==> config.mk <==
export PLATFORM = sky130hd
export DESIGN_NAME = pxie_rx_cmd_decoder_flat
export DESIGN_NICKNAME = d
export VERILOG_FILES = /design/src/rtl/pxie_rx_pkg.sv /design/src/rtl/pxie_rx_cmd_decoder_if.sv /design/src/rtl/pxie_pulse_stretch.sv /design/src/rtl/pxie_rx_cmd_decoder.sv /design/src/flat_wrapper.sv
export SDC_FILE = /design/constraint.sdc
export NUM_CORES = 1
export LEC_CHECK = 0
export BUFFER_PORTS_ARGS = -buffer_cell sky130_fd_sc_hd__buf_2
export CAP_MARGIN = 20
export CORE_UTILIZATION = 55
export CTS_CLUSTER_SIZE = 30
export DETAILED_ROUTE_END_ITERATION = 10
export PLACE_DENSITY = 0.79
export SETUP_SLACK_MARGIN = 0.5
export SLEW_MARGIN = 20
export SYNTH_ARGS = -nofsm -noshare
export SYNTH_HDL_FRONTEND = slang
export SYNTH_HIERARCHICAL = 1
export SYNTH_SLANG_ARGS = --single-unit
export TNS_END_PERCENT = 5
==> constraint.sdc <==
create_clock -name I_PXIE_CLK -period 3.7 [get_ports I_PXIE_CLK]
set_clock_uncertainty 0.2 [all_clocks]
set_input_delay 1.11 -clock I_PXIE_CLK [delete_from_list [all_inputs] [get_ports I_PXIE_CLK]]
set_output_delay 1.11 -clock I_PXIE_CLK [all_outputs]
set_load 0.02 [all_outputs]
==> src/rtl/pxie_rx_pkg.sv <==
// rtl/pxie_rx_pkg.sv - shared constants, FSM encoding and opcode decode for the PXIe rx command path
package pxie_rx_pkg;

    localparam logic [15:0] SYNC_WORD    = 16'hEB9C;
    localparam logic [15:0] OP_RST       = 16'h0001;
    localparam logic [15:0] OP_TRIG      = 16'h0002;
    localparam logic [15:0] OP_TRIG_NUM  = 16'h0003;
    localparam logic [15:0] OP_TRIG_STEP = 16'h0004;
    localparam logic [15:0] OP_RUN       = 16'h1100;
    localparam logic [15:0] OP_C2H       = 16'h1010;
    localparam logic [11:0] OP_BURST_HI  = 12'h100;
    localparam logic [11:0] OP_SETUP_HI  = 12'h200;

    typedef enum logic [2:0] {
        ST_IDLE,
        ST_HEAD,
        ST_PULSE,
        ST_BURST,
        ST_DONE
    } state_t;

    typedef enum logic [3:0] {
        CMD_NONE,
        CMD_RST,
        CMD_TRIG,
        CMD_RUN,
        CMD_TNUM,
        CMD_TSTEP,
        CMD_SETUP,
        CMD_BURST,
        CMD_C2H,
        CMD_BAD
    } cmd_t;

    // Channel opcodes carry the channel in the low nibble; out-of-range channels are errors.
    function automatic cmd_t decode_op(input logic [15:0] op, input int nch);
        cmd_t c;
        c = CMD_BAD;
        if (op == OP_RST)            c = CMD_RST;
        else if (op == OP_TRIG)      c = CMD_TRIG;
        else if (op == OP_RUN)       c = CMD_RUN;
        else if (op == OP_TRIG_NUM)  c = CMD_TNUM;
        else if (op == OP_TRIG_STEP) c = CMD_TSTEP;
        else if (op == OP_C2H)       c = CMD_C2H;
        else if (op[15:4] == OP_SETUP_HI && int'(op[3:0]) < nch) c = CMD_SETUP;
        else if (op[15:4] == OP_BURST_HI && int'(op[3:0]) < nch) c = CMD_BURST;
        return c;
    endfunction

endpackage

==> src/rtl/pxie_rx_cmd_decoder_if.sv <==
// rtl/pxie_rx_cmd_decoder_if.sv - PXIe rx word stream in and RAM write port out
interface pxie_rx_cmd_decoder_if #(
    parameter int DATA_W = 128,
    parameter int NCH    = 4
);
    logic [DATA_W-1:0] I_PXIE_DATA;
    logic              I_PXIE_DATA_VLD;
    logic [NCH-1:0]    O_wr_en;
    logic [31:0]       O_wr_addr;
    logic [DATA_W-1:0] O_wr_data;

    modport master (
        output I_PXIE_DATA, I_PXIE_DATA_VLD,
        input  O_wr_en, O_wr_addr, O_wr_data
    );

    modport slave (
        input  I_PXIE_DATA, I_PXIE_DATA_VLD,
        output O_wr_en, O_wr_addr, O_wr_data
    );
endinterface

==> src/rtl/pxie_pulse_stretch.sv <==
// rtl/pxie_pulse_stretch.sv - turns a one-clock start into a PULSE_CYC-clock high level
module pxie_pulse_stretch #(
    parameter int PULSE_CYC = 50
) (
    input  logic I_PXIE_CLK,
    input  logic I_Rst_n,
    input  logic start,
    output logic level
);
    localparam int CW = $clog2(PULSE_CYC + 1);

    logic [CW-1:0] cnt_q;

    always_ff @(posedge I_PXIE_CLK or negedge I_Rst_n) begin
        if (!I_Rst_n) begin
            cnt_q <= '0;
        end else if (start) begin
            cnt_q <= CW'(PULSE_CYC);
        end else if (cnt_q != '0) begin
            cnt_q <= cnt_q - CW'(1);
        end
    end

    assign level = (cnt_q != '0);
endmodule

==> src/rtl/pxie_rx_cmd_decoder.sv <==
// rtl/pxie_rx_cmd_decoder.sv - decodes EB9C command words into pulses, config registers, RAM bursts and c2h requests
module pxie_rx_cmd_decoder
    import pxie_rx_pkg::*;
#(
    parameter int DATA_W      = 128,
    parameter int NCH         = 4,
    parameter int PULSE_CYC   = 50,
    parameter int TIMEOUT_CYC = 1024,
    parameter int ADDR_STEP   = 2
) (
    input  logic                   I_PXIE_CLK,
    input  logic                   I_Rst_n,
    pxie_rx_cmd_decoder_if.slave   rx,
    output logic                   O_Rst,
    output logic                   O_Trig,
    output logic                   O_Run,
    output logic [31:0]            O_Trig_Num,
    output logic [31:0]            O_Trig_Step,
    output logic [15:0]            O_c2h_addr,
    output logic [15:0]            O_c2h_len,
    output logic                   O_c2h_en,
    output logic                   O_busy,
    output logic [15:0]            O_err_cnt,
    output logic                   O_err
);
    localparam int CH_W = (NCH > 1) ? $clog2(NCH) : 1;
    localparam int TO_W = $clog2(TIMEOUT_CYC + 1);

    state_t            state, state_nxt;
    cmd_t              head_cmd;
    logic [DATA_W-1:0] data;
    logic              vld, is_cmd;
    logic [15:0]       op, arg;
    logic [31:0]       addr;
    logic [CH_W-1:0]   op_ch, burst_ch;
    logic [31:0]       base_q [NCH];
    logic [15:0]       cnt_q  [NCH];
    logic [15:0]       remain_q;
    logic [TO_W-1:0]   idle_q;
    logic [NCH-1:0]    ch_onehot;
    logic              burst_word, burst_last, burst_timeout, err_evt;
    logic              start_rst, start_trig, start_run;

    assign data   = rx.I_PXIE_DATA;
    assign vld    = rx.I_PXIE_DATA_VLD;
    assign op     = data[15:0];
    assign arg    = data[47:32];
    assign addr   = data[95:64];
    assign op_ch  = op[CH_W-1:0];
    assign is_cmd = vld && (data[63:48] == SYNC_WORD);
    assign O_busy = (state == ST_PULSE) || (state == ST_BURST) || (state == ST_DONE);

    always_ff @(posedge I_PXIE_CLK or negedge I_Rst_n) begin
        if (!I_Rst_n) state <= ST_IDLE;
        else          state <= state_nxt;
    end

    always_comb begin
        state_nxt = state;
        unique case (state)
            ST_IDLE:  state_nxt = ST_HEAD;
            ST_HEAD: begin
                case (head_cmd)
                    CMD_RST, CMD_TRIG, CMD_RUN: state_nxt = ST_PULSE;
                    CMD_BURST: state_nxt = (cnt_q[op_ch] == '0) ? ST_DONE : ST_BURST;
                    CMD_C2H:   state_nxt = ST_DONE;
                    default:   state_nxt = ST_HEAD;
                endcase
            end
            ST_PULSE: if (!(O_Rst || O_Trig || O_Run)) state_nxt = ST_DONE;
            ST_BURST: if (burst_last || burst_timeout) state_nxt = ST_DONE;
            ST_DONE:  state_nxt = ST_HEAD;
            default:  state_nxt = ST_IDLE;
        endcase
    end

    // Commands are only decoded in HEAD; PULSE and DONE silently drop incoming words.
    always_comb begin
        head_cmd      = CMD_NONE;
        if (state == ST_HEAD && is_cmd) head_cmd = decode_op(op, NCH);
        start_rst     = (head_cmd == CMD_RST);
        start_trig    = (head_cmd == CMD_TRIG);
        start_run     = (head_cmd == CMD_RUN);
        burst_word    = (state == ST_BURST) && vld;
        burst_last    = burst_word && (remain_q == 16'd1);
        burst_timeout = (state == ST_BURST) && !vld && (idle_q == TO_W'(TIMEOUT_CYC - 1));
        err_evt       = (head_cmd == CMD_BAD) || burst_timeout;
        ch_onehot     = '0;
        ch_onehot[burst_ch] = 1'b1;
    end

    always_ff @(posedge I_PXIE_CLK or negedge I_Rst_n) begin
        if (!I_Rst_n) begin
            rx.O_wr_en   <= '0;
            rx.O_wr_addr <= '0;
            rx.O_wr_data <= '0;
            O_Trig_Num   <= '0;
            O_Trig_Step  <= '0;
            O_c2h_addr   <= '0;
            O_c2h_len    <= '0;
            O_c2h_en     <= 1'b0;
            O_err_cnt    <= '0;
            O_err        <= 1'b0;
            burst_ch     <= '0;
            remain_q     <= '0;
            idle_q       <= '0;
            for (int i = 0; i < NCH; i++) begin
                base_q[i] <= '0;
                cnt_q[i]  <= '0;
            end
        end else begin
            rx.O_wr_en <= '0;
            O_c2h_en   <= 1'b0;
            O_err      <= 1'b0;
            if (head_cmd == CMD_TNUM)  O_Trig_Num  <= data[31:0];
            if (head_cmd == CMD_TSTEP) O_Trig_Step <= data[31:0];
            if (head_cmd == CMD_SETUP) begin
                base_q[op_ch] <= addr;
                cnt_q[op_ch]  <= arg;
            end
            if (head_cmd == CMD_BURST) begin
                burst_ch <= op_ch;
                remain_q <= cnt_q[op_ch];
                idle_q   <= '0;
            end
            // The stored base walks with the burst so a repeat burst continues where this one stopped.
            if (burst_word) begin
                rx.O_wr_en       <= ch_onehot;
                rx.O_wr_addr     <= base_q[burst_ch];
                rx.O_wr_data     <= data;
                base_q[burst_ch] <= base_q[burst_ch] + 32'(ADDR_STEP);
                remain_q         <= remain_q - 16'd1;
                idle_q           <= '0;
            end else if (state == ST_BURST) begin
                idle_q <= idle_q + TO_W'(1);
            end
            if (head_cmd == CMD_C2H) begin
                O_c2h_addr <= data[79:64];
                O_c2h_len  <= arg;
                O_c2h_en   <= 1'b1;
            end
            if (err_evt) begin
                O_err <= 1'b1;
                if (O_err_cnt != 16'hFFFF) O_err_cnt <= O_err_cnt + 16'd1;
            end
        end
    end

    pxie_pulse_stretch #(.PULSE_CYC(PULSE_CYC)) u_rst_stretch (
        .I_PXIE_CLK (I_PXIE_CLK),
        .I_Rst_n    (I_Rst_n),
        .start      (start_rst),
        .level      (O_Rst)
    );

    pxie_pulse_stretch #(.PULSE_CYC(PULSE_CYC)) u_trig_stretch (
        .I_PXIE_CLK (I_PXIE_CLK),
        .I_Rst_n    (I_Rst_n),
        .start      (start_trig),
        .level      (O_Trig)
    );

    pxie_pulse_stretch #(.PULSE_CYC(PULSE_CYC)) u_run_stretch (
        .I_PXIE_CLK (I_PXIE_CLK),
        .I_Rst_n    (I_Rst_n),
        .start      (start_run),
        .level      (O_Run)
    );
endmodule

==> src/flat_wrapper.sv <==
// flat-port wrapper written by rule: the top's interface ports become plain ports
module pxie_rx_cmd_decoder_flat import pxie_rx_pkg::*;
#(
    parameter int DATA_W      = 128,
    parameter int NCH         = 4,
    parameter int PULSE_CYC   = 50,
    parameter int TIMEOUT_CYC = 1024,
    parameter int ADDR_STEP   = 2
)
  (I_PXIE_CLK, I_Rst_n, O_Rst, O_Trig, O_Run, O_Trig_Num, O_Trig_Step, O_c2h_addr, O_c2h_len, O_c2h_en, O_busy, O_err_cnt, O_err, rx_I_PXIE_DATA, rx_I_PXIE_DATA_VLD, rx_O_wr_en, rx_O_wr_addr, rx_O_wr_data);
  pxie_rx_cmd_decoder_if #(.DATA_W(DATA_W), .NCH(NCH)) rx_i ();
  input  logic I_PXIE_CLK;
  input  logic I_Rst_n;
  output logic O_Rst;
  output logic O_Trig;
  output logic O_Run;
  output logic [31:0] O_Trig_Num;
  output logic [31:0] O_Trig_Step;
  output logic [15:0] O_c2h_addr;
  output logic [15:0] O_c2h_len;
  output logic O_c2h_en;
  output logic O_busy;
  output logic [15:0] O_err_cnt;
  output logic O_err;
  input wire logic [$bits(rx_i.I_PXIE_DATA)-1:0] rx_I_PXIE_DATA;
  input wire logic [$bits(rx_i.I_PXIE_DATA_VLD)-1:0] rx_I_PXIE_DATA_VLD;
  output wire logic [$bits(rx_i.O_wr_en)-1:0] rx_O_wr_en;
  output wire logic [$bits(rx_i.O_wr_addr)-1:0] rx_O_wr_addr;
  output wire logic [$bits(rx_i.O_wr_data)-1:0] rx_O_wr_data;
  assign rx_i.I_PXIE_DATA = rx_I_PXIE_DATA;
  assign rx_i.I_PXIE_DATA_VLD = rx_I_PXIE_DATA_VLD;
  assign rx_O_wr_en = rx_i.O_wr_en;
  assign rx_O_wr_addr = rx_i.O_wr_addr;
  assign rx_O_wr_data = rx_i.O_wr_data;
  pxie_rx_cmd_decoder #(.DATA_W(DATA_W), .NCH(NCH), .PULSE_CYC(PULSE_CYC), .TIMEOUT_CYC(TIMEOUT_CYC), .ADDR_STEP(ADDR_STEP)) u_core (.I_PXIE_CLK(I_PXIE_CLK), .I_Rst_n(I_Rst_n), .rx(rx_i), .O_Rst(O_Rst), .O_Trig(O_Trig), .O_Run(O_Run), .O_Trig_Num(O_Trig_Num), .O_Trig_Step(O_Trig_Step), .O_c2h_addr(O_c2h_addr), .O_c2h_len(O_c2h_len), .O_c2h_en(O_c2h_en), .O_busy(O_busy), .O_err_cnt(O_err_cnt), .O_err(O_err));
endmodule
==> summary.md, run 1 <==
| Metric | Value |
|---|---|
| Sw Share | `34.74%` |
| CTS sink cnt | `520` |
| Num CTS Buffers | `53` |
| Total grt overflow | `0` |
| Comb power frac | `roughly 29%` |
| Largest net degree at the start of global routing | `around 120` |
| Sequential area share after synthesis | `a little under three fifths` |
| Final Setup Violations | `0` |
| Critical Path Sink | `O_Run` |
| # fillers | `around 3000` |
| R2R Path End | `u_core/base_q[30]$_DFF_PN0_` |
| Clock insertion delay at the later pin of the skew report | `approximately 610 ps` |
| First drt pass iteration count | `8` |
| Rel. slew slack | `a little over half` |
| Share of layout cells above drive strength 1 | `between 20% and 30%` |
| Clock-pin slew on the worst setup and hold paths | `approximately 60 ps` |
| Setup TNS | `0 ps` |
| Pins Over Slew Limit | `0` |
| Period minus WS final | `3315 ps` |
| P_sw | `0.006553 W` |
| Worst hold path type | `reg -> reg` |
| Final Hold Fails | `0` |
| Startpoint Class | `flop` |
| Area Growth Syn to Fin | `24.55%` |
| Worst slew pin tran | `roughly 690 ps` |
| Synth top area cells | `dfrtp_1 (55%), nand2_1 (12%), mux2_2 (5.0%)` |
| Nets@finish | `just under 3000` |
| Effective utilization at floorplan | `between 50% and 60%` |
| H-tree lvl count | `2` |
| Routed length per instance | `about 20 µm` |
| Cells after Synth | `roughly 2300` |
| Post-synth top area share | `between 50% and 60%` |
| Initial antenna violation count | `3` |
| Syn Area/Cell | `~10 µm²` |
| Vias in the first global route | `roughly 19000` |
| Routability cong. | `0.8684` |
| Synth Cell Area | `roughly 24000 µm²` |
| Routed vias/inst | `5.777` |
| P_int | `between 0.01 and 0.015 W` |
| Antenna-violating nets left | `0` |
| Reg2Reg Setup Slack | `about 620 ps` |
| Die Ht | `around 210 µm` |
| Syn_nets | `roughly 2500` |
| Power Total | `roughly 0.019 W` |
| Port buffer count | `a little over 400` |
| Number of synthesized flops with an enable pin | `0` |
| P_leak | `approximately 15 nW` |
| Post-DP HPWL | `44980 µm` |
| Highest Clock Rate | `301.7 MHz` |
| Maxcap violations | `0` |
| Worst R2R Start | `u_core/burst_ch[0]$_DFFE_PN0N_` |
| Remaining routing DRC violations | `0` |
| Async SR Flop Fraction | `100.0%` |
| Seq pwr share | `between 30 and 40%` |
| CP max FO | `2` |
| Clock Power Share | `between 30% and 40%` |
| Vias post-DR | `19360` |
| Crit end category | `output port` |
| Peak supply drop | `between 400 and 500 µV` |
| I/O pins | `around 410` |
| Row count | `75` |
| Synthesis warning total | `6` |
| Area leader, netlist | `dfrtp_1` |
| Final period util | `89.59%` |
| Global-route wire length before repair | `107200 µm` |
| Yosys reg bits | `520` |
| TritonCTS clock tree | `built` |
| Final core occ | `between 60% and 70%` |
| Predominant post-synthesis flop cell | `dfrtp_1` |
| Iter 0 DRT Violations | `1817` |
| Die span in x | `about 210 µm` |
| Final WL | `67250 µm` |
| Total core area | `42130 µm²` |
| R2R cell count | `7` |
| Most frequent cells after synthesis | `nand2_1 (770), dfrtp_1 (520), mux2_2 (105)` |
| Netlist cell types | `71` |
| Max clock buf depth | `3` |
| Worst Setup SP | `u_core/u_run_stretch/cnt_q[1]$_DFFE_PN0P_` |
| GRT Overall Usage | `between 30 and 40%` |
| Setup CP Type | `reg -> out` |
| Root Driver | `clkbuf_16` |
| PD cells | `approximately 640 nW/µm²` |
| Count leader, synth | `nand2_1` |
| Crit path DAT | `roughly 2000 ps` |
| Status | `finished clean` |
| Worst Path Required | `around 2400 ps` |
| Die area | `between 40000 and 50000 µm²` |
| RSZ-0062 raised after global routing | `yes` |
-- through the flow --
step,worst slack [ps],cell area [µm²],hold slack [ps],instances
6_report,385.2,29350,262.7,3351
5_1_grt,315.2,29350,278.5,3350
2_1_floorplan,307.3,23620,234.1,2310
3_5_place_dp,-307.1,27070,248.6,3227
4_1_cts,301.5,29170,263.5,3337
3_3_place_gp,-329.0,27070,244.3,3227
-- state kept, by name (all words and copies together) (netlist names), 16 cells and up --
name                 count
u_core/rx.O_wr_addr     32
u_core/O_Trig_Num       32
u_core/remain_q         16
u_core/rx.O_wr_data    128
u_core/cnt_q            64
u_core/O_err_cnt        16
u_core/base_q          128
u_core/O_c2h_len        16
u_core/O_Trig_Step      32
u_core/O_c2h_addr       16
-- worst max-delay path, cell delays in order, from the launching register on --
cell and delay (ps):
dfrtp_1 390, inv_2 90, ha_4 130, or3b_4 400, nor3_4 180, inv_2 70, buf_6 140
-- final cells by class --
type	count	area (µm²)	area share, %
flip-flops and latches	520	13020	44.35
multi-input cells	1637	10030	34.17
repair buffers	533	3562	12.14
clock buffers	76	1554	5.295
well taps	539	674.4	2.298
clock inverters	23	426.7	1.454
inverters	22	82.58	0.2814
diodes	1	2.502	0.008527
-- timing repair --
| item | CTS | global route |
|---|---|---|
| gates resized for setup | 19 | 18 |
| endpoints found under the setup margin | 27 | 126 |
| buffers inserted | 11 | 13 |
| pin swaps | 3 | 6 |
| hold endpoints to repair | 0 | 0 |
| hold buffers | 0 | 0 |
-- worst min-delay path by stage --
stage	to	cells after the start	start	slack, ps
final	u_core/O_c2h_len[5]$_DFFE_PN0N_	2	u_core/O_c2h_len[5]$_DFFE_PN0N_	260
after global routing	u_core/O_Trig_Num[1]$_DFFE_PN0N_	1	u_core/O_Trig_Num[1]$_DFFE_PN0N_	280
after CTS	u_core/O_Trig_Num[1]$_DFFE_PN0N_	1	u_core/O_Trig_Num[1]$_DFFE_PN0N_	260
after detailed placement	u_core/O_Trig_Step[2]$_DFFE_PN0N_	1	u_core/O_Trig_Step[2]$_DFFE_PN0N_	250
after global placement	u_core/cnt_q[55]$_DFFE_PN0P_	2	u_core/cnt_q[55]$_DFFE_PN0P_	240
after floorplan	u_core/base_q[96]$_DFF_PN0_	2	u_core/base_q[96]$_DFF_PN0_	230
-- cells by family after synthesis --
group           synth area share (%)
simple gates                   21.37
mux                            11.61
xor+xnor                       2.007
fa+ha+maj                     0.5841
flops                          55.22
compound gates                 6.276
buf+inv                        2.931
-- power groups by stage --
stage / sequential [W] / combinational [W] / clock (W)
floorplan: 0.00847 / 0.00228 / 0
global placement: 0.00745 / 0.00509 / 0
detailed placement: 0.00751 / 0.00525 / 0
CTS: 0.00743 / 0.00536 / 0.00610
global route: 0.00756 / 0.00587 / 0.00632
finish: 0.00744 / 0.00541 / 0.00601
-- cells in the final DEF, fill, tap and decap left out, types with 6 or more instances in the layout --
cell	instances
or2_2	6
clkinv_2	7
clkbuf_8	12
bufinv_16	11
o22ai_1	8
clkbuf_16	54
inv_1	11
nor2b_1	45
xnor2_1	26
nor3b_1	9
nand3_1	30
mux4_2	36
nand2_1	769
nor4_1	8
or4_1	6
nor2_1	87
and2_1	30
dfrtp_1	519
xor2_1	28
inv_2	11
nand4_1	10
ha_1	8
nand2b_1	14
mux4_1	11
o21ai_0	60
mux2_2	105
nand3b_1	8
buf_4	76
a211oi_1	53
buf_12	45
a21oi_1	81
clkbuf_1	10
or3_1	7
mux2i_1	41
and3_1	26
buf_2	408
a31oi_1	11
nor3_1	28
-- routing by layer --
metal	GRT usage, %	vias to the layer above	part of all wire [%]
met2	52.38	919	50
met3	5.380	177	6.9
met4	12.50	4	3.7
met5	0	-	0.033
li1	-	8726	-
met1	40.19	9533	39
Note: power is estimated with default switching activity, not from simulation.
==> inputs of run 2 (changes only) <==
- CELL_PAD_IN_SITES_DETAIL_PLACEMENT: unset -> 0
- CELL_PAD_IN_SITES_GLOBAL_PLACEMENT: unset -> 2
- CORE_UTILIZATION: 55 -> 36
- GPL_ROUTABILITY_DRIVEN: unset -> 1
- PLACE_DENSITY: 0.79 -> unset
- PLACE_DENSITY_LB_ADDON: unset -> 0.1
- RECOVER_POWER: unset -> 100
==> run 2 against run 1 <==
The run now ends with capacitance limit, slew limit left. Flip-flop and latch count unchanged. Worst setup slack worse by 140 ps. Sequential power about the same.
==> summary.md, run 2 (synthesized netlist as in run 1, its figures left out) <==
| Metric | Value |
|---|---|
| Status | `finished with violations (was finished clean)` |
| Failing checks | `capacitance limit, slew limit` |
| Post-DP HPWL | `49270 µm (was 44980 µm)` |
| Num CTS Buffers | `60 (was 53)` |
| Remaining routing DRC violations | `0 (unchanged)` |
| Worst hold path type | `reg -> reg (unchanged)` |
| Worst Path Required | `2390 ps (about the same)` |
| Share of layout cells above drive strength 1 | `19.42% (was 29.38%)` |
| Crit path DAT | `2150 ps (was 2000 ps)` |
| Maxcap violations | `1 (was 0)` |
| Antenna-violating nets left | `0 (unchanged)` |
| Largest net degree at the start of global routing | `103 (was 115)` |
| Iter 0 DRT Violations | `1044 (was 1817)` |
| Vias post-DR | `18570 (was 19360)` |
| Global-route wire length before repair | `113500 µm (was 107200 µm)` |
| Largest regs | `u_core/base_q (128), u_core/rx.O_wr_data (128), u_core/cnt_q (64) (unchanged)` |
| Total core area | `64580 µm² (was 42130 µm²)` |
| Cts hold-fix bufs | `0 (unchanged)` |
| Final period util | `93.39% (was 89.59%)` |
| Die span in x | `257.8 µm (was 209.0 µm)` |
| Pins Over Slew Limit | `56 (was 0)` |
| First drt pass iteration count | `6 (was 8)` |
| Crit end category | `output port (unchanged)` |
| R2R Path End | `u_core/base_q[62]$_DFF_PN0_ (was u_core/base_q[30]$_DFF_PN0_)` |
| Peak supply drop | `337.6 µV (was 410.4 µV)` |
| Root Driver | `clkbuf_16 (unchanged)` |
| Nets@finish | `2964 (was 2909)` |
| CP max FO | `2 (unchanged)` |
| Highest-count cells in the layout ignoring fill and taps | `nand2_1 (770), dfrtp_1 (519), clkbuf_1 (325) (was nand2_1 (769), dfrtp_1 (519), buf_2 (408))` |
| P_leak | `14.27 nW (was 15.24 nW)` |
| PD cells | `643.1 nW/µm² (was 642.6 nW/µm²)` |
| Final WL | `72380 µm (was 67250 µm)` |
| Clock-pin slew on the worst setup and hold paths | `60 ps (about the same)` |
| Port buffer count | `412 (unchanged)` |
| CTS sink cnt | `520 (unchanged)` |
| Worst slew pin tran | `1551 ps (was 690.8 ps)` |
| Worst hold margin | `262.9 ps (was 262.7 ps)` |
| Routability cong. | `0.7945 (was 0.8684)` |
| Critical Path Sink | `O_Rst (was O_Run)` |
| TritonCTS clock tree | `built (unchanged)` |
| Final Hold Fails | `0 (unchanged)` |
| Routed length per instance | `19.41 µm (was 20.07 µm)` |
| Effective utilization at floorplan | `36.49% (was 55.93%)` |
| Highest Clock Rate | `289.4 MHz (was 301.7 MHz)` |
| Commonest non-fill, non-tap cell in the layout | `nand2_1 (unchanged)` |
| Worst Setup SP | `u_core/u_rst_stretch/cnt_q[0]$_DFFE_PN0P_ (was u_core/u_run_stretch/cnt_q[1]$_DFFE_PN0P_)` |
| Area Growth Syn to Fin | `25.25% (was 24.55%)` |
| Reg2Reg Setup Slack | `300 ps (was 620 ps)` |
| Final Setup Violations | `0 (unchanged)` |
| I/O pins | `413 (unchanged)` |
| Die Ht | `257.8 µm (was 209.0 µm)` |
| RSZ-0062 raised after global routing | `yes (unchanged)` |
| Rel. slew slack | `-3.379% (was 53.94%)` |
| Setup CP Type | `reg -> out (unchanged)` |
| GRT Overall Usage | `21.76% (was 31.13%)` |
| Startpoint Class | `flop (unchanged)` |
| R2R cell count | `8 (was 7)` |
| Routed vias/inst | `4.979 (was 5.777)` |
| Vias in the first global route | `18920 (was 19450)` |
| # fillers | `6371 (was 3041)` |
| Total grt overflow | `0 (unchanged)` |
| Clock insertion delay at the later pin of the skew report | `620 ps (was 610 ps)` |
| Die area | `66480 µm² (was 43670 µm²)` |
| Row count | `93 (was 75)` |
| Power Total | `0.01898 W (was 0.01886 W)` |
| H-tree lvl count | `2 (unchanged)` |
| Worst R2R Start | `u_core/burst_ch[0]$_DFFE_PN0N_ (unchanged)` |
| Initial antenna violation count | `3 (unchanged)` |
| Period minus WS final | `3456 ps (was 3315 ps)` |
| Max clock buf depth | `3 (unchanged)` |
## run 2: layer usage
metal	global-route usage, %	vias to the layer above	wire length (µm)
met5	0	-	27
met4	6.575	4	1750
met2	37.65	438	36190
met3	2.974	115	2893
met1	28.26	9179	31520
li1	-	8834	-
## run 2: timing repair
item / in CTS / in global routing
setup endpoints to repair: 11 / 79
endpoints found under the hold margin: 0 / 0
gates resized for setup: 24 / 2
buffers inserted: 33 / 7
pin swaps: 4 / 5
## run 2: worst min-delay path by stage
| stage | from | to | slack [ps] | cells past startpoint |
|---|---|---|---|---|
| detailed placement | u_core/O_c2h_len[13]$_DFFE_PN0N_ | u_core/O_c2h_len[13]$_DFFE_PN0N_ | 250 | 2 |
| global placement | u_core/O_c2h_addr[8]$_DFFE_PN0N_ | u_core/O_c2h_addr[8]$_DFFE_PN0N_ | 240 | 2 |
| global route | u_core/cnt_q[60]$_DFFE_PN0P_ | u_core/cnt_q[60]$_DFFE_PN0P_ | 280 | 2 |
| CTS | I_Rst_n | u_core/rx.O_wr_data[115]$_DFFE_PN0P_ | 210 | 1 |
| floorplan | u_core/base_q[96]$_DFF_PN0_ | u_core/base_q[96]$_DFF_PN0_ | 230 | 2 |
| finish | u_core/O_c2h_len[9]$_DFFE_PN0N_ | u_core/O_c2h_len[9]$_DFFE_PN0N_ | 260 | 2 |
## run 2: layout make-up
class | count | area [µm²] | area share [%]
tap | 855 | 1070 | 3.625
sequential | 520 | 13010 | 44.09
clock inverter | 27 | 359.1 | 1.217
inverter | 22 | 82.58 | 0.2798
multi-input combinational | 1637 | 9943 | 33.69
antenna | 1 | 2.502 | 0.008479
timing repair buffer | 581 | 3268 | 11.07
clock buffer | 87 | 1774 | 6.012
## run 2: where the power goes
part,leakage [nW],total (W),switching (W),internal [W]
clock network,1.04,0.00631,0.00243,0.00388
logic,6.37,0.00527,0.00362,0.00165
registers,6.86,0.00741,0.000623,0.00679
total,14.3,0.0190,0.00667,0.0123
## run 2: per-stage QoR
stage / setup WS, ps / cell area (µm²) / setup TNS [ps] / std cells / utilization [%]
2_1_floorplan: 307.3 / 23620 / 0 / 2310 / -
5_1_grt: 162.3 / 29510 / 0 / 3730 / 45.70
3_5_place_dp: -126.7 / 27690 / -5245 / 3575 / 42.88
6_report: 244.5 / 29510 / 0 / 3730 / 45.70
3_3_place_gp: -72.93 / 27690 / -1352 / 3575 / 42.88
4_1_cts: 311.8 / 30140 / 0 / 3722 / 46.66
## run 2: critical path, cell delays in order (launching register included)
cell and delay [ps]:
dfrtp_1 400, inv_2 100, ha_4 140, or3b_4 370, nor3_1 300, inv_2 80, buf_6 140
==> inputs of run 3 (changes only) <==
- CORE_UTILIZATION: 36 -> 38
- clock period: 3.7 -> 4.2 ns (I/O delays scaled with it)
==> run 3 against run 2 <==
The run still ends with capacitance limit, slew limit left. Via count down 0.83%. Power is 15% lower. Sequential share of layout area grew 1.7 points. Sequential power is 12% lower. Non-clock buffer count fell by 81. Critical endpoint unchanged. Global-route usage up 1.2 points. Clock power shrank 17%. Utilization rose by 1.1 points. Highest routed layer unchanged. Worst setup slack gained 160 ps. Flip-flop and latch count unchanged. Final area fell by 3.7%.
==> summary.md, run 3 (synthesized netlist as in run 1, its figures left out) <==
| Metric | Value |
|---|---|
| Commonest non-fill, non-tap cell in the layout | `nand2_1 (unchanged)` |
| Crit path DAT | `2340 ps (was 2150 ps)` |
| I/O pins | `413 (unchanged)` |
| GRT Overall Usage | `22.91% (was 21.76%)` |
| Antenna-violating nets left | `0 (unchanged)` |
| P_int | `0.01037 W (was 0.01231 W)` |
| Die area | `63010 µm² (was 66480 µm²)` |
| Worst slew pin tran | `2046 ps (was 1551 ps)` |
| Die Ht | `251.0 µm (was 257.8 µm)` |
| Cts hold-fix bufs | `0 (unchanged)` |
| Port buffer count | `412 (unchanged)` |
| Global-route wire length before repair | `113000 µm (was 113500 µm)` |
| Largest regs | `u_core/base_q (128), u_core/rx.O_wr_data (128), u_core/cnt_q (64) (unchanged)` |
| Multi-input gate area | `9857 µm² (was 9943 µm²)` |
| Nets@finish | `2881 (was 2964)` |
| Largest net degree at the start of global routing | `137 (was 103)` |
| Row count | `90 (was 93)` |
| Routed length per instance | `20.13 µm (was 19.41 µm)` |
| Post-DP HPWL | `49040 µm (was 49270 µm)` |
| Comb power frac | `27.5% (was 27.7%)` |
| Routed vias/inst | `5.158 (was 4.979)` |
| Vias post-DR | `18420 (was 18570)` |
| Root Driver | `clkbuf_16 (unchanged)` |
| Worst hold path type | `reg -> reg (unchanged)` |
| CTS sink cnt | `520 (unchanged)` |
| First drt pass iteration count | `5 (was 6)` |
| Iter 0 DRT Violations | `1157 (was 1044)` |
| Die span in x | `251.0 µm (was 257.8 µm)` |
| TritonCTS clock tree | `built (unchanged)` |
| P_leak | `13.79 nW (was 14.27 nW)` |
| Pins Over Slew Limit | `256 (was 56)` |
| Final Setup Violations | `0 (unchanged)` |
| P_sw | `0.005848 W (was 0.006672 W)` |
| Sw Share | `36.06% (was 35.15%)` |
| Failing checks | `capacitance limit, slew limit (unchanged)` |
| Initial antenna violation count | `2 (was 3)` |
| # fillers | `5938 (was 6371)` |
| Worst Path Required | `2740 ps (was 2390 ps)` |
| Final period util | `between 90% and 100%` |
| N_diodes | `0 (was 1)` |
| Clock insertion delay at the later pin of the skew report | `620 ps (about the same)` |
| Total grt overflow | `0 (unchanged)` |
| Period minus WS final | `about 3800 ps` |
| Reg area | `13020 µm² (was 13010 µm²)` |
| Num CTS Buffers | `58 (was 60)` |
| Worst Setup SP | `u_core/u_rst_stretch/cnt_q[0]$_DFFE_PN0P_ (unchanged)` |
| Remaining routing DRC violations | `0 (unchanged)` |
| Worst R2R Start | `u_core/burst_ch[0]$_DFFE_PN0N_ (unchanged)` |
| Rel. slew slack | `-36.42% (was -3.379%)` |
| Final Hold Fails | `0 (unchanged)` |
| Seq pwr share | `40.4% (was 39.0%)` |
| Highest-count cells in the layout ignoring fill and taps | `nand2_1 (770), dfrtp_1 (518), clkbuf_1 (319) (was nand2_1 (770), dfrtp_1 (519), clkbuf_1 (325))` |
| Routability cong. | `0.8087 (was 0.7945)` |
| R2R Path End | `u_core/base_q[19]$_DFF_PN0_ (was u_core/base_q[62]$_DFF_PN0_)` |
| Startpoint Class | `flop (unchanged)` |
| RSZ-0062 raised after global routing | `yes (unchanged)` |
| Setup CP Type | `reg -> out (unchanged)` |
| Clock Power Share | `32.1% (was 33.2%)` |
| Setup TNS | `0 ps (unchanged)` |
| Final core occ | `46.75% (was 45.70%)` |
| Share of layout cells above drive strength 1 | `16.50% (was 19.42%)` |
| Max clock buf depth | `3 (unchanged)` |
| Critical Path Sink | `O_Rst (unchanged)` |
| H-tree lvl count | `2 (unchanged)` |
| Crit end category | `output port (unchanged)` |
| Reg2Reg Setup Slack | `490 ps (was 300 ps)` |
| Status | `finished with violations (unchanged)` |
| Total core area | `60810 µm² (was 64580 µm²)` |
| Clock-pin slew on the worst setup and hold paths | `60 ps (about the same)` |
| Maxcap violations | `4 (was 1)` |
| Effective utilization at floorplan | `38.75% (was 36.49%)` |
| Area Growth Syn to Fin | `20.65% (was 25.25%)` |
| Peak supply drop | `308.7 µV (was 337.6 µV)` |
| R2R cell count | `6 (was 8)` |
| Highest Clock Rate | `approximately 260 MHz` |
| Final WL | `71880 µm (was 72380 µm)` |
| CP max FO | `4 (was 2)` |
| Vias in the first global route | `18730 (was 18920)` |
| PD cells | `570.4 nW/µm² (was 643.1 nW/µm²)` |
[run 3: cell count changes in the layout (fill, tap and decap cells not counted), moves of 6 or more]
| cell | previous run | this run |
|---|---|---|
| buf_4 | 85 | 29 |
| buf_12 | 33 | 22 |
| inv_1 | 12 | 22 |
| inv_2 | 10 | 0 |
| and2_0 | 16 | 10 |
| and2_1 | 14 | 20 |
| clkbuf_1 | 325 | 319 |
[run 3: critical path, stage by stage (launching register included)]
cell and delay, ps:
dfrtp_1 390, inv_1 100, ha_1 160, or3b_4 380, nor3_1 330, inv_1 150
buf_2 200
[run 3: per-layer routing]
layer	routed length (µm)	GRT usage [%]
met1	32930	31.63
met2	33850	37.29
met3	3529	3.852
met4	1548	6.132
met5	23	0
[run 3: power groups by stage]
stage,clock [W],sequential (W),combinational (W)
finish,0.00521,0.00655,0.00445
global route,0.00556,0.00667,0.00494
CTS,0.00537,0.00654,0.00475
detailed placement,0,0.00661,0.00472
global placement,0,0.00659,0.00468
floorplan,0,0.00746,0.00200
[run 3: layout make-up]
cell class / instances / share of cell area, %
multi-input combinational: 1637 / 34.67
tap: 782 / 3.442
sequential: 520 / 45.79
clock inverter: 25 / 0.9682
inverter: 22 / 0.2905
timing repair buffer: 500 / 8.934
clock buffer: 84 / 5.906
[run 3: worst min path at each step]
stage,from,endpoint,depth (start not counted)
6_report,u_core/cnt_q[51]$_DFFE_PN0P_,u_core/cnt_q[51]$_DFFE_PN0P_,2
5_1_grt,u_core/rx.O_wr_data[116]$_DFFE_PN0P_,u_core/rx.O_wr_data[116]$_DFFE_PN0P_,2
4_1_cts,u_core/O_Trig_Num[1]$_DFFE_PN0N_,u_core/O_Trig_Num[1]$_DFFE_PN0N_,1
3_5_place_dp,u_core/O_c2h_len[13]$_DFFE_PN0N_,u_core/O_c2h_len[13]$_DFFE_PN0N_,2
3_3_place_gp,u_core/O_Trig_Step[2]$_DFFE_PN0N_,u_core/O_Trig_Step[2]$_DFFE_PN0N_,1
2_1_floorplan,u_core/base_q[96]$_DFF_PN0_,u_core/base_q[96]$_DFF_PN0_,2
[run 3: what timing repair did]
| action | CTS | global route |
|---|---|---|
| resized for setup | 2 | 2 |
| pin swaps | 3 | 0 |
| buffers inserted | 3 | 0 |
| endpoints found under the setup margin | 3 | 11 |
| hold endpoints to repair | 0 | 0 |
[run 3: stage by stage]
step | hold slack, ps | worst slack (ps) | cells | area, µm² | total power (W)
finish | 264.6 | 400.3 | 3570 | 28430 | 0.01622
global route | 283.9 | 214.8 | 3570 | 28430 | 0.01718
CTS | 267.4 | 441.8 | 3570 | 29080 | 0.01666
detailed placement | 251.0 | 211.8 | 3458 | 27100 | 0.01134
global placement | 245.1 | 209.8 | 3458 | 27100 | 0.01126
floorplan | 234.1 | 570.0 | 2310 | 23560 | 0.009462
